<file path="src/rtl/mem_stage_hs_pkg.sv">
// Shared types and encodings for the handshaked memory stage.
package mem_stage_pkg;

  typedef enum logic [1:0] {
    StIdle,
    StReq,
    StDone
  } state_e;

  localparam logic [1:0] SZ_BYTE = 2'b00;
  localparam logic [1:0] SZ_HALF = 2'b01;
  localparam logic [1:0] SZ_WORD = 2'b10;

  // Encoding 2'b11 is accepted as a full-width access.
  function automatic logic sz_is_word(logic [1:0] size);
    return (size == SZ_WORD) || (size == 2'b11);
  endfunction

endpackage

</file>
<file path="src/rtl/mem_stage_hs_if.sv">
// Execute-side and memory-side signal bundle of the memory stage.
interface mem_stage_hs_if #(
  parameter int unsigned N    = 32,
  parameter int unsigned RD_W = 4
);
  // Upstream (execute) side
  logic            in_valid;
  logic            mem_read;
  logic            mem_write;
  logic            pix_sel;
  logic [1:0]      size;
  logic            sign_ext;
  logic [N-1:0]    address;
  logic [N-1:0]    write_data;
  logic [RD_W-1:0] rd_in;
  logic            stall;
  // Downstream (MEM/WB) side
  logic            out_valid;
  logic [N-1:0]    read_data;
  logic [N-1:0]    alu_result_out;
  logic [RD_W-1:0] rd_out;
  logic            misalign;
  logic            timeout;
  // Memory port
  logic            mem_req;
  logic            mem_we;
  logic            mem_pix;
  logic [N-1:0]    mem_addr;
  logic [N-1:0]    mem_wdata;
  logic [N/8-1:0]  mem_be;
  logic [N-1:0]    mem_rdata;
  logic            mem_ack;

  // Environment: execute stage, MEM/WB register and memories.
  modport master (
    output in_valid, mem_read, mem_write, pix_sel, size, sign_ext, address, write_data, rd_in,
    output mem_rdata, mem_ack,
    input  stall, out_valid, read_data, alu_result_out, rd_out, misalign, timeout,
    input  mem_req, mem_we, mem_pix, mem_addr, mem_wdata, mem_be
  );

  // The memory stage itself.
  modport slave (
    input  in_valid, mem_read, mem_write, pix_sel, size, sign_ext, address, write_data, rd_in,
    input  mem_rdata, mem_ack,
    output stall, out_valid, read_data, alu_result_out, rd_out, misalign, timeout,
    output mem_req, mem_we, mem_pix, mem_addr, mem_wdata, mem_be
  );

endinterface

</file>
<file path="src/rtl/mem_stage_hs_lane_align.sv">
// Byte-lane enables, store-data replication and load extract/extend.
module mem_stage_hs_lane_align
  import mem_stage_pkg::*;
#(
  parameter int unsigned N    = 32,
  parameter int unsigned OffW = 2
) (
  input  logic [1:0]      i_size,
  input  logic [OffW-1:0] i_off,
  input  logic            i_sign_ext,
  input  logic [N-1:0]    i_wdata,
  input  logic [N-1:0]    i_rdata,
  output logic [N/8-1:0]  o_be,
  output logic [N-1:0]    o_wdata,
  output logic [N-1:0]    o_rdata
);
  localparam int unsigned BeW = N / 8;

  logic [N-1:0] w_shift;

  // Move the addressed lane(s) down to bit 0.
  assign w_shift = i_rdata >> {i_off, 3'b000};

  // Decode lanes and build replicated store data / extended load data.
  always_comb begin
    o_be    = '1;
    o_wdata = i_wdata;
    o_rdata = w_shift;
    case (i_size)
      SZ_BYTE: begin
        o_be    = BeW'(1) << i_off;
        o_wdata = {BeW{i_wdata[7:0]}};
        o_rdata = {{(N - 8){i_sign_ext & w_shift[7]}}, w_shift[7:0]};
      end
      SZ_HALF: begin
        o_be    = BeW'(3) << i_off;
        o_wdata = {(N / 16){i_wdata[15:0]}};
        o_rdata = {{(N - 16){i_sign_ext & w_shift[15]}}, w_shift[15:0]};
      end
      default: begin
        // Word accesses are aligned, so the shift is zero and data passes through.
        o_be    = '1;
        o_wdata = i_wdata;
        o_rdata = w_shift;
      end
    endcase
  end

endmodule

</file>
<file path="src/rtl/mem_stage_hs.sv">
// Pipelined memory stage: registers execute results toward MEM/WB and runs
// one req/ack memory access at a time, stalling execute while it is pending.
module mem_stage_hs
  import mem_stage_pkg::*;
#(
  parameter int unsigned N       = 32,
  parameter int unsigned RD_W    = 4,
  parameter int unsigned TIMEOUT = 64
) (
  input logic           clk,
  input logic           rst,
  mem_stage_hs_if.slave bus
);
  localparam int unsigned BeW  = N / 8;
  localparam int unsigned OffW = $clog2(BeW);
  localparam int unsigned CntW = $clog2(TIMEOUT + 1);

  state_e          r_state, w_state_next;
  logic [CntW-1:0] r_cnt;
  logic            r_out_valid, r_misalign, r_timeout;
  logic [N-1:0]    r_read_data, r_alu_result;
  logic [RD_W-1:0] r_rd;
  logic            r_mem_req, r_mem_we, r_mem_pix;
  logic [N-1:0]    r_mem_addr, r_mem_wdata;
  logic [BeW-1:0]  r_mem_be;
  logic [1:0]      r_size;
  logic [OffW-1:0] r_off;
  logic            r_sign_ext, r_load;

  logic [OffW-1:0] w_off, w_la_off;
  logic [1:0]      w_la_size;
  logic            w_is_mem, w_misalign, w_accept, w_start, w_ack, w_timeout;
  logic [BeW-1:0]  w_be;
  logic [N-1:0]    w_wdata, w_rdata_ext;

  assign w_off      = bus.address[OffW-1:0];
  assign w_is_mem   = bus.mem_read | bus.mem_write;
  assign w_misalign = ((bus.size == SZ_HALF) && bus.address[0]) ||
                      (sz_is_word(bus.size) && (w_off != '0));
  // DONE accepts like IDLE so back-to-back ops lose no cycle.
  assign w_accept   = bus.in_valid && (r_state != StReq);
  assign w_start    = w_accept && w_is_mem && !w_misalign;
  assign w_ack      = (r_state == StReq) && bus.mem_ack;
  assign w_timeout  = (r_state == StReq) && !bus.mem_ack && (r_cnt == CntW'(TIMEOUT - 1));

  // Lane logic sees the live op at accept and the latched op while waiting for ack.
  assign w_la_size  = (r_state == StReq) ? r_size : bus.size;
  assign w_la_off   = (r_state == StReq) ? r_off : w_off;

  mem_stage_hs_lane_align #(
    .N    (N),
    .OffW (OffW)
  ) u_lane_align (
    .i_size     (w_la_size),
    .i_off      (w_la_off),
    .i_sign_ext (r_sign_ext),
    .i_wdata    (bus.write_data),
    .i_rdata    (bus.mem_rdata),
    .o_be       (w_be),
    .o_wdata    (w_wdata),
    .o_rdata    (w_rdata_ext)
  );

  // State register.
  always_ff @(posedge clk) begin
    if (rst) r_state <= StIdle;
    else     r_state <= w_state_next;
  end

  // Next-state decode.
  always_comb begin
    w_state_next = r_state;
    case (r_state)
      StIdle, StDone: w_state_next = w_start ? StReq : StIdle;
      StReq:          if (w_ack || w_timeout) w_state_next = StDone;
      default:        w_state_next = StIdle;
    endcase
  end

  // Output fields, memory request and wait counter.
  always_ff @(posedge clk) begin
    if (rst) begin
      r_cnt        <= '0;
      r_out_valid  <= 1'b0;
      r_misalign   <= 1'b0;
      r_timeout    <= 1'b0;
      r_read_data  <= '0;
      r_alu_result <= '0;
      r_rd         <= '0;
      r_mem_req    <= 1'b0;
      r_mem_we     <= 1'b0;
      r_mem_pix    <= 1'b0;
      r_mem_addr   <= '0;
      r_mem_wdata  <= '0;
      r_mem_be     <= '0;
      r_size       <= '0;
      r_off        <= '0;
      r_sign_ext   <= 1'b0;
      r_load       <= 1'b0;
    end else begin
      r_out_valid <= 1'b0;
      if (w_accept) begin
        r_alu_result <= bus.address;
        r_rd         <= bus.rd_in;
        r_read_data  <= '0;
        r_misalign   <= w_is_mem & w_misalign;
        r_timeout    <= 1'b0;
        r_out_valid  <= !w_start;
        if (w_start) begin
          r_mem_req   <= 1'b1;
          r_mem_we    <= !bus.mem_read;  // load wins when both are set
          r_mem_pix   <= bus.pix_sel;
          r_mem_addr  <= {bus.address[N-1:OffW], {OffW{1'b0}}};
          r_mem_wdata <= w_wdata;
          r_mem_be    <= w_be;
          r_size      <= bus.size;
          r_off       <= w_off;
          r_sign_ext  <= bus.sign_ext;
          r_load      <= bus.mem_read;
          r_cnt       <= '0;
        end
      end
      if (r_state == StReq) begin
        r_cnt <= r_cnt + 1'b1;
        if (w_ack) begin
          r_mem_req   <= 1'b0;
          r_out_valid <= 1'b1;
          if (r_load) r_read_data <= w_rdata_ext;
        end else if (w_timeout) begin
          r_mem_req   <= 1'b0;
          r_out_valid <= 1'b1;
          r_timeout   <= 1'b1;
        end
      end
    end
  end

  assign bus.stall          = (r_state == StReq);
  assign bus.out_valid      = r_out_valid;
  assign bus.read_data      = r_read_data;
  assign bus.alu_result_out = r_alu_result;
  assign bus.rd_out         = r_rd;
  assign bus.misalign       = r_misalign;
  assign bus.timeout        = r_timeout;
  assign bus.mem_req        = r_mem_req;
  assign bus.mem_we         = r_mem_we;
  assign bus.mem_pix        = r_mem_pix;
  assign bus.mem_addr       = r_mem_addr;
  assign bus.mem_wdata      = r_mem_wdata;
  assign bus.mem_be         = r_mem_be;

endmodule

</file>
<file path="src/flat_wrapper.sv">
// flat-port wrapper written by rule: the top's interface ports become plain ports
module mem_stage_hs_flat import mem_stage_pkg::*;
#(
  parameter int unsigned N       = 32,
  parameter int unsigned RD_W    = 4,
  parameter int unsigned TIMEOUT = 64
)
  (clk, rst, bus_in_valid, bus_mem_read, bus_mem_write, bus_pix_sel, bus_size, bus_sign_ext, bus_address, bus_write_data, bus_rd_in, bus_mem_rdata, bus_mem_ack, bus_stall, bus_out_valid, bus_read_data, bus_alu_result_out, bus_rd_out, bus_misalign, bus_timeout, bus_mem_req, bus_mem_we, bus_mem_pix, bus_mem_addr, bus_mem_wdata, bus_mem_be);
  mem_stage_hs_if #(.N(N), .RD_W(RD_W)) bus_i ();
  input logic clk;
  input logic rst;
  input wire logic [$bits(bus_i.in_valid)-1:0] bus_in_valid;
  input wire logic [$bits(bus_i.mem_read)-1:0] bus_mem_read;
  input wire logic [$bits(bus_i.mem_write)-1:0] bus_mem_write;
  input wire logic [$bits(bus_i.pix_sel)-1:0] bus_pix_sel;
  input wire logic [$bits(bus_i.size)-1:0] bus_size;
  input wire logic [$bits(bus_i.sign_ext)-1:0] bus_sign_ext;
  input wire logic [$bits(bus_i.address)-1:0] bus_address;
  input wire logic [$bits(bus_i.write_data)-1:0] bus_write_data;
  input wire logic [$bits(bus_i.rd_in)-1:0] bus_rd_in;
  input wire logic [$bits(bus_i.mem_rdata)-1:0] bus_mem_rdata;
  input wire logic [$bits(bus_i.mem_ack)-1:0] bus_mem_ack;
  output wire logic [$bits(bus_i.stall)-1:0] bus_stall;
  output wire logic [$bits(bus_i.out_valid)-1:0] bus_out_valid;
  output wire logic [$bits(bus_i.read_data)-1:0] bus_read_data;
  output wire logic [$bits(bus_i.alu_result_out)-1:0] bus_alu_result_out;
  output wire logic [$bits(bus_i.rd_out)-1:0] bus_rd_out;
  output wire logic [$bits(bus_i.misalign)-1:0] bus_misalign;
  output wire logic [$bits(bus_i.timeout)-1:0] bus_timeout;
  output wire logic [$bits(bus_i.mem_req)-1:0] bus_mem_req;
  output wire logic [$bits(bus_i.mem_we)-1:0] bus_mem_we;
  output wire logic [$bits(bus_i.mem_pix)-1:0] bus_mem_pix;
  output wire logic [$bits(bus_i.mem_addr)-1:0] bus_mem_addr;
  output wire logic [$bits(bus_i.mem_wdata)-1:0] bus_mem_wdata;
  output wire logic [$bits(bus_i.mem_be)-1:0] bus_mem_be;
  assign bus_i.in_valid = bus_in_valid;
  assign bus_i.mem_read = bus_mem_read;
  assign bus_i.mem_write = bus_mem_write;
  assign bus_i.pix_sel = bus_pix_sel;
  assign bus_i.size = bus_size;
  assign bus_i.sign_ext = bus_sign_ext;
  assign bus_i.address = bus_address;
  assign bus_i.write_data = bus_write_data;
  assign bus_i.rd_in = bus_rd_in;
  assign bus_i.mem_rdata = bus_mem_rdata;
  assign bus_i.mem_ack = bus_mem_ack;
  assign bus_stall = bus_i.stall;
  assign bus_out_valid = bus_i.out_valid;
  assign bus_read_data = bus_i.read_data;
  assign bus_alu_result_out = bus_i.alu_result_out;
  assign bus_rd_out = bus_i.rd_out;
  assign bus_misalign = bus_i.misalign;
  assign bus_timeout = bus_i.timeout;
  assign bus_mem_req = bus_i.mem_req;
  assign bus_mem_we = bus_i.mem_we;
  assign bus_mem_pix = bus_i.mem_pix;
  assign bus_mem_addr = bus_i.mem_addr;
  assign bus_mem_wdata = bus_i.mem_wdata;
  assign bus_mem_be = bus_i.mem_be;
  mem_stage_hs #(.N(N), .RD_W(RD_W), .TIMEOUT(TIMEOUT)) u_core (.clk(clk), .rst(rst), .bus(bus_i));
endmodule
</file>
<file path="config.mk">
export PLATFORM = sky130hd
export DESIGN_NAME = mem_stage_hs_flat
export DESIGN_NICKNAME = d
export VERILOG_FILES = /design/src/rtl/mem_stage_hs_pkg.sv /design/src/rtl/mem_stage_hs_if.sv /design/src/rtl/mem_stage_hs_lane_align.sv /design/src/rtl/mem_stage_hs.sv /design/src/flat_wrapper.sv
export SDC_FILE = /design/constraint.sdc
export NUM_CORES = 1
export LEC_CHECK = 0
export CAP_MARGIN = 30
export CORE_MARGIN = 3
export CORE_UTILIZATION = 35
export DETAILED_ROUTE_END_ITERATION = 8
export MAX_ROUTING_LAYER = met4
export PLACE_DENSITY_LB_ADDON = 0.3
export SLEW_MARGIN = 10
export SYNTH_ARGS = -nofsm -noshare
export SYNTH_HDL_FRONTEND = slang
export SYNTH_SLANG_ARGS = --single-unit
</file>
<file path="constraint.sdc">
create_clock -name clk -period 2.3 [get_ports clk]
set_input_delay 0.46 -clock clk [delete_from_list [all_inputs] [get_ports clk]]
set_output_delay 0.46 -clock clk [all_outputs]
set_load 0.05 [all_outputs]
</file>
======== After elaboration in Yosys (flattened, before gate mapping) ========
Index checks and enable logic that the tools add are counted.
operators by class
  equal/unequal tests ..................... 9
  multiplexer cells ....................... 28
  shift-type cells ........................ 3
  bitwise logic cells ..................... 4
  reductions and logical operators ........ 23
  $add $sub $neg .......................... 1
operator list
  kind                                                 number
  2-to-1 mux 32 bit                                    4
  one-hot mux 32 bit (2 select lines)                  2
  >> shifter 32 x 5 -> 32 bit                          1
  2-to-1 mux 7 bit                                     3
  2-to-1 mux 1 bit                                     14
  logical AND 1 bit                                    8
  one-hot mux 4 bit (2 select lines)                   1
  adder 7 x 1 -> 7 bit, second input constant          1
  equality test 7 x 6 -> 1 bit, second input constant  1
  equality test 2 x 1 -> 1 bit, second input constant  3
  equality test 2 bit, second input constant           3
  2-to-1 mux 2 bit                                     3
  nonzero test 2 bit                                   3
  zero test 1 bit                                      4
  zero test 2 bit                                      2
  != test 2 x 1 -> 1 bit, second input constant        2
  one-hot mux 2 bit (2 select lines)                   1
  AND reduction 2 bit                                  2
  left shift 1 x 2 -> 4 bit, first input constant      1
  left shift 2 x 2 -> 4 bit, first input constant      1
  AND 1 bit                                            3
  logical OR 1 bit                                     3
  OR reduction 2 bit                                   1
  OR 1 bit                                             1
storage, ports and cells
  bits in registers ....................... 155
  input bits .............................. 110
  output and inout port bits .............. 143
  word-level logic and storage cells ...... 86

======== Logic depth before layout (Yosys ltp) ========
  depth after elaboration ................. 11
  mapped depth ............................ 10
  depth with buffers taken out ............ 6

======== Cells and area by module ========
Synthesis repeated with hierarchy kept, for this count alone.
second synthesis, totals
  cells, all modules ...................... 873
  area, all modules ....................... 7370.8 µm²
by module, submodules not included
  module                   cells an instance  area an instance (µm²)  times used  sequential area each (µm²)
  mem_stage_hs             691                6045.8                  1           3103.0
  mem_stage_hs_lane_align  182                1325.0                  1           0.0

======== Least setup slack after synthesis ========
OpenSTA, ideal clock, no wires.
  path kind ............................... register to register
  from .................................... reg u_core.r_state[1]
  to ...................................... reg u_core.r_read_data[19] (netlist: u_core.bus.read_data[19])
  clock period less this slack ............ 2.018 ns
  arrival time ............................ 1.930 ns
  stages on the path, launching flop included .. 10
  required time ........................... 2.212 ns
  library setup time ...................... 0.088 ns
  setup slack ............................. 0.282 ns
  path buffers ............................ 3
  path through ............................ dfxtp_1 -> nand2b_1 -> buf_6 -> inv_4 -> buf_6 -> mux2i_4 -> a21oi_2 -> a211o_1 -> buf_6 -> a311oi_2
between the ends
  word-level cells in the longest chain between the ends .. 8
  elaborated cells between the ends (all ways) .. 16
  classes of those cells .................. 3 x eq/ne; 1 x shift; 7 x mux; 2 x bitwise; 3 x reduce/logical
ends and longest elaborated chain
  what                                 RTL line                                                      RTL
  start: declaration                   mem_stage_hs.sv:18                                            state_e r_state, w_state_next;
  start signal: assignment             mem_stage_hs.sv:66                                            if (rst) r_state <= StIdle;
  start signal: assignment             mem_stage_hs.sv:67                                            else r_state <= w_state_next;
  equality test 2 x 1 -> 1 bit         -
  2-to-1 mux 2 bit                     mem_stage_hs.sv:48                                            assign w_la_off = (r_state == StReq) ? r_off : w_off;
  >> shifter 32 x 5 -> 32 bit          mem_stage_hs_lane_align.sv:22                                 assign w_shift = i_rdata >> {i_off, 3'b000};
  AND 1 bit, on equally long branches  mem_stage_hs_lane_align.sv:38, mem_stage_hs_lane_align.sv:33
  one-hot mux 32 bit (2 select lines)  mem_stage_hs_lane_align.sv:29                                 case (i_size)
  2-to-1 mux 32 bit                    mem_stage_hs.sv:128                                           if (r_load) r_read_data <= w_rdata_ext;
  2-to-1 mux 32 bit                    mem_stage_hs.sv:125                                           if (w_ack) begin
  2-to-1 mux 32 bit *                  mem_stage_hs.sv:123                                           if (r_state == StReq) begin
  end signal: assignment               mem_stage_hs.sv:128
  end: declaration                     mem_stage_hs.sv:21                                            logic [N-1:0] r_read_data, r_alu_result;
Mark *: on every way between the ends. The rest lies on a longest branch, timed or not.
A chain may end at the register's enable or synchronous reset.

======== Worst setup path in the final report ========
  from .................................... reg u_core.r_state[1]
  to ...................................... reg u_core.r_read_data[14] (netlist: u_core.bus.read_data[14])
between the ends
  word-level cells in the longest chain between the ends .. 8
  elaborated cells between the ends (all ways) .. 15
  classes of those cells .................. 3 x eq/ne; 1 x shift; 7 x mux; 1 x bitwise; 3 x reduce/logical
ends and longest elaborated chain
  what                                 RTL line                       RTL
  equality test 2 x 1 -> 1 bit         -
  2-to-1 mux 2 bit                     mem_stage_hs.sv:48
  >> shifter 32 x 5 -> 32 bit          mem_stage_hs_lane_align.sv:22
  AND 1 bit                            mem_stage_hs_lane_align.sv:33  o_rdata = {{(N - 8){i_sign_ext & w_shift[7]}}, w_shift[7:0]};
  one-hot mux 32 bit (2 select lines)  mem_stage_hs_lane_align.sv:29
  2-to-1 mux 32 bit                    mem_stage_hs.sv:128
  2-to-1 mux 32 bit                    mem_stage_hs.sv:125
  2-to-1 mux 32 bit *                  mem_stage_hs.sv:123
Marked as above.

==> impl_metrics.prom <==
# TYPE chip_impl_metric gauge
chip_impl_metric{name="timing.hold.ws",unit="ns"} 0.429
chip_impl_metric{name="post_synthesis_instance_total",unit=""} 797
chip_impl_metric{name="drt-initial-drc-count",unit=""} 483
chip_impl_metric{name="cts.path.max_buffers",unit=""} 2
chip_impl_metric{name="power.share.combinational",unit="%"} 22.9
chip_impl_metric{name="initial_core_util",unit="%"} 36.0
chip_impl_metric{name="grt_pass1_vias",unit=""} 6590
chip_impl_metric{name="grt_total_usage",unit="%"} 22.1
chip_impl_info{name="setup_repair_after_global_routing_missed_its_margin",value="no"} 1
chip_impl_metric{name="ratio_of_cells_with_drive_above_1_in_the_final_layout",unit="%"} 11.2
chip_impl_metric{name="total_net_switching_power",unit="mW"} 2.15
chip_impl_metric{name="worst_pin_slew",unit="ns"} 0.691
chip_impl_metric{name="post_layout_instance_count_excluding_filler_cells",unit=""} 1302
chip_impl_metric{name="ys_warn_count",unit=""} 0
chip_impl_metric{name="part_of_the_power_in_the_clock_network",unit="%"} 35.9
chip_impl_metric{name="drt_wl_total",unit="um"} 22000
chip_impl_metric{name="achievable-frequency",unit="GHz"} 0.466
chip_impl_metric{name="route.detailed.vias_per_inst",unit=""} 5.14
chip_impl_metric{name="arr_time_crit_path",unit="ns"} 2.42
chip_impl_metric{name="route.detailed.wl_per_inst",unit="um"} 16.9
chip_impl_metric{name="synth_edf_count",unit=""} 0
chip_impl_metric{name="cap_viol_max_count",unit=""} 0
chip_impl_metric{name="synthesis.area",unit="um^2"} 6530
chip_impl_metric{name="port_buffers",unit=""} 250
chip_impl_metric{name="rows",unit=""} 49
chip_impl_metric{name="clk-insertion-delay-late",unit="ns"} 0.42
chip_impl_metric{name="ir_worst_vdd",unit="uV"} 513
chip_impl_info{name="outcome",value="complete, no violations"} 1
chip_impl_metric{name="max_slew_margin",unit="%"} 54.0
chip_impl_info{name="critPathKind",value="flop to flop"} 1
chip_impl_metric{name="finalSetupViolCount",unit=""} 0
chip_impl_metric{name="distinct_cell_type_count_after_synthesis",unit=""} 44
chip_impl_metric{name="layout_min_cycle_time",unit="ns"} 2.14
chip_impl_metric{name="power_leakage",unit="nW"} 3.74
chip_impl_metric{name="final.setup_skew",unit="ns"} 0.00970
chip_impl_metric{name="grt_antenna_before_repair",unit=""} 1
chip_impl_metric{name="path_buf_inv",unit=""} 3
chip_impl_metric{name="routabilityCongestion",unit=""} 0.860
chip_impl_metric{name="timing.final.max_slew_violations",unit=""} 0
chip_impl_metric{name="sequential_cell_fraction_of_total_power",unit="%"} 41.2
chip_impl_metric{name="cts_inserted_buffers",unit=""} 17
chip_impl_metric{name="cts_setup_buffers",unit=""} 0
chip_impl_info{name="ctsRootBufferMaster",value="sky130_fd_sc_hd__clkbuf_16"} 1
chip_impl_metric{name="syn_area_per_cell",unit="um^2"} 8.19
chip_impl_metric{name="synth_sequential_area_ratio",unit="%"} 47.5
chip_impl_metric{name="postRouteAntennaNets",unit=""} 0
chip_impl_metric{name="critPathMaxStageDelay",unit="ns"} 0.35
chip_impl_metric{name="yosys_register_bits",unit=""} 155
chip_impl_info{name="min-delay-path-class",value="input port to flop"} 1
chip_impl_metric{name="placed_cells",unit=""} 1269
chip_impl_metric{name="synth_async_sr_flop_share",unit="%"} 0
chip_impl_metric{name="report.power.total",unit="mW"} 7.00
chip_impl_info{name="tritoncts_clock_tree",value="done"} 1
chip_impl_metric{name="post-dp-hpwl",unit="um"} 15900
chip_impl_metric{name="number_of_top_level_pins",unit=""} 253
chip_impl_metric{name="required_time_worst_endpoint",unit="ns"} 2.58
chip_impl_metric{name="path_max_fanout",unit=""} 7
chip_impl_metric{name="global_route_wire_length_before_repair",unit="um"} 34700
chip_impl_metric{name="final_min_period_over_clock_period",unit="%"} 93.2
chip_impl_info{name="synth_largest_area_cell",value="sky130_fd_sc_hd__dfxtp_1"} 1
chip_impl_info{name="cpLargestDelayFamily",value="multiplexers"} 1
chip_impl_metric{name="globalRoute.totalOverflow",unit=""} 0
chip_impl_metric{name="die-height",unit="um"} 143
chip_impl_metric{name="synth.top_cell.area_share",unit="%"} 47.5
chip_impl_metric{name="die_area",unit="um^2"} 20300
chip_impl_info{name="endpoint_kind",value="flop"} 1
chip_impl_metric{name="netSwitchingFraction",unit="%"} 30.7
chip_impl_metric{name="final_cell_area",unit="um^2"} 10200
chip_impl_metric{name="postPlaceCellArea",unit="um^2"} 9630
chip_impl_metric{name="regArea",unit="um^2"} 3100
chip_impl_metric{name="tns",unit="ns"} 0
chip_impl_metric{name="power_density",unit="nW/um^2"} 689
chip_impl_metric{name="area_growth_from_synthesis_to_layout",unit="%"} 55.6
chip_impl_metric{name="core_area",unit="um^2"} 18100
chip_impl_info{name="synthTopCellsByArea",value="sky130_fd_sc_hd__dfxtp_1, sky130_fd_sc_hd__nand2_1, sky130_fd_sc_hd__a21oi_1"} 1
chip_impl_metric{name="multi_input_area",unit="um^2"} 3140
chip_impl_metric{name="drtPass1Iterations",unit=""} 5
chip_impl_info{name="critical-path-slowest-cell",value="sky130_fd_sc_hd__mux2_2"} 1
chip_impl_info{name="timing.critical_path.from_type",value="flop"} 1
chip_impl_metric{name="cts.reportedPaths.clkPinSlew",unit="ns"} 0.07
chip_impl_metric{name="nFillCells",unit=""} 1653
chip_impl_metric{name="drc",unit=""} 0
chip_impl_info{name="synthFlopType",value="sky130_fd_sc_hd__dfxtp_1"} 1
chip_impl_metric{name="grt_start_max_net_pins",unit=""} 64
chip_impl_metric{name="hold_viol",unit=""} 0
chip_impl_metric{name="clock-sinks",unit=""} 155
chip_impl_metric{name="vias",unit=""} 6686
chip_impl_metric{name="power_report.internal_total",unit="mW"} 4.85
chip_impl_info{name="timing.critical_path.cells",value="nand2b_1, inv_4, mux2i_4, buf_12, mux2_2, a221oi_1, buf_4, a211oi_1"} 1
chip_impl_metric{name="h_tree_levels",unit=""} 4
chip_impl_metric{name="die_w",unit="um"} 143
chip_impl_metric{name="final_nets",unit=""} 1170
==> layer usage <==
layer	track usage, %	vias up	routed length (um)
li1	-	3318	-
met1	27.5	3089	9370
met2	34.6	256	10600
met3	6.42	23	1750
met4	6.80	0	339
met5	-	-	0
==> cells in the final DEF (no fill, tap or decap), drive strengths merged, types with 10 or more instances in the layout <==
master | synthesis | final
clkdlybuf4s50 | 0 | 248
a311oi | 29 | 29
clkbuf | 45 | 21
nor2 | 57 | 57
buf | 23 | 62
nand2 | 221 | 221
mux2 | 10 | 10
dfxtp | 155 | 155
a211oi | 24 | 24
mux2i | 12 | 12
a21oi | 132 | 132
==> cells in the mapped netlist (8+ instances only) <==
cell,count
sky130_fd_sc_hd__nand2_1,221
sky130_fd_sc_hd__dfxtp_1,155
sky130_fd_sc_hd__a21oi_1,131
sky130_fd_sc_hd__nor2_1,57
sky130_fd_sc_hd__clkbuf_1,45
sky130_fd_sc_hd__a211oi_1,24
sky130_fd_sc_hd__a311oi_1,19
sky130_fd_sc_hd__buf_2,13
sky130_fd_sc_hd__a311oi_2,10
sky130_fd_sc_hd__mux2i_1,10
sky130_fd_sc_hd__and3_1,9
sky130_fd_sc_hd__a222oi_1,8
sky130_fd_sc_hd__o21a_1,8
sky130_fd_sc_hd__o21ai_0,8
==> layout make-up <==
cell class,count,area share (%)
Tap cell,229,2.82
Clock buffer,21,4.43
Antenna cell,1,0.0246
Clock inverter,11,0.727
Timing Repair Buffer,310,30.4
Inverter,4,0.172
Sequential cell,155,30.5
Multi-Input combinational cell,571,30.9
==> cell families (layout without fill, tap and decap cells) <==
logic type | Yosys count | count (layout) | synth area share (%)
fa+ha+maj | 1 | 1 | 0.192
compound gates | 240 | 240 | 24.5
simple gates | 306 | 306 | 18.7
buf+inv | 72 | 346 | 4.94
other cells | 1 | 3 | 0.0574
flops | 155 | 155 | 47.5
mux | 22 | 22 | 4.12
==> stage by stage <==
stage          utilization (%)  setup slack, ns
2_1_floorplan                -            0.282
3_3_place_gp              53.0          -0.0431
3_5_place_dp              53.0          -0.0518
4_1_cts                   55.9            0.114
5_1_grt                   56.0           0.0119
6_report                  56.0            0.156
==> worst register-to-register path, delay by kind of cell, from the launching register on <==
kind	cells	cell delay (ns)
muxes	2	0.67
buffers and inverters	3	0.46
AOI/OAI and AO/OA	2	0.34
DFF	1	0.33
and+or+nand+nor	1	0.20
==> state kept, by name (all words and copies together), names as in the netlist, 2 cells and up <==
register	count
u_core.bus.read_data	32
u_core.bus.alu_result_out	32
u_core.bus.mem_addr	30
u_core.bus.mem_wdata	32
u_core.r_cnt	7
u_core.r_off	2
u_core.r_size	2
u_core.bus.mem_be	4
u_core.bus.rd_out	4
u_core.r_state	2
==> power by group through the flow <==
stage / sequential, mW / clock, mW / combinational (mW)
2_1_floorplan: 3.35 / 0 / 0.484
3_3_place_gp: 2.94 / 0 / 1.60
3_5_place_dp: 2.94 / 0 / 1.60
4_1_cts: 2.88 / 2.58 / 1.61
5_1_grt: 2.90 / 2.69 / 1.71
6_report: 2.88 / 2.52 / 1.60
==> path summary, 6_finish.rpt <==
kind | start | endpoint | slack (ns) | cells after the start
worst max-delay path | u_core.r_state[1]$_SDFFE_PP0P_ | u_core.bus.read_data[14]$_SDFF_PP0_ | 0.16 | 8
worst min-delay path | rst | u_core.bus.read_data[3]$_SDFF_PP0_ | 0.43 | 4
worst max register to register | u_core.r_state[1]$_SDFFE_PP0P_ | u_core.bus.read_data[14]$_SDFF_PP0_ | 0.16 | 8
worst min register to register | u_core.bus.alu_result_out[26]$_SDFFE_PP0P_ | u_core.bus.alu_result_out[26]$_SDFFE_PP0P_ | 0.45 | 2
==> timing repair <==
item,CTS,global route
resized for setup,0,1
endpoints found under the setup margin,0,1
endpoints found under the hold margin,0,0
hold buffers,0,0
No activity file was read; power rests on OpenSTA's default activity.
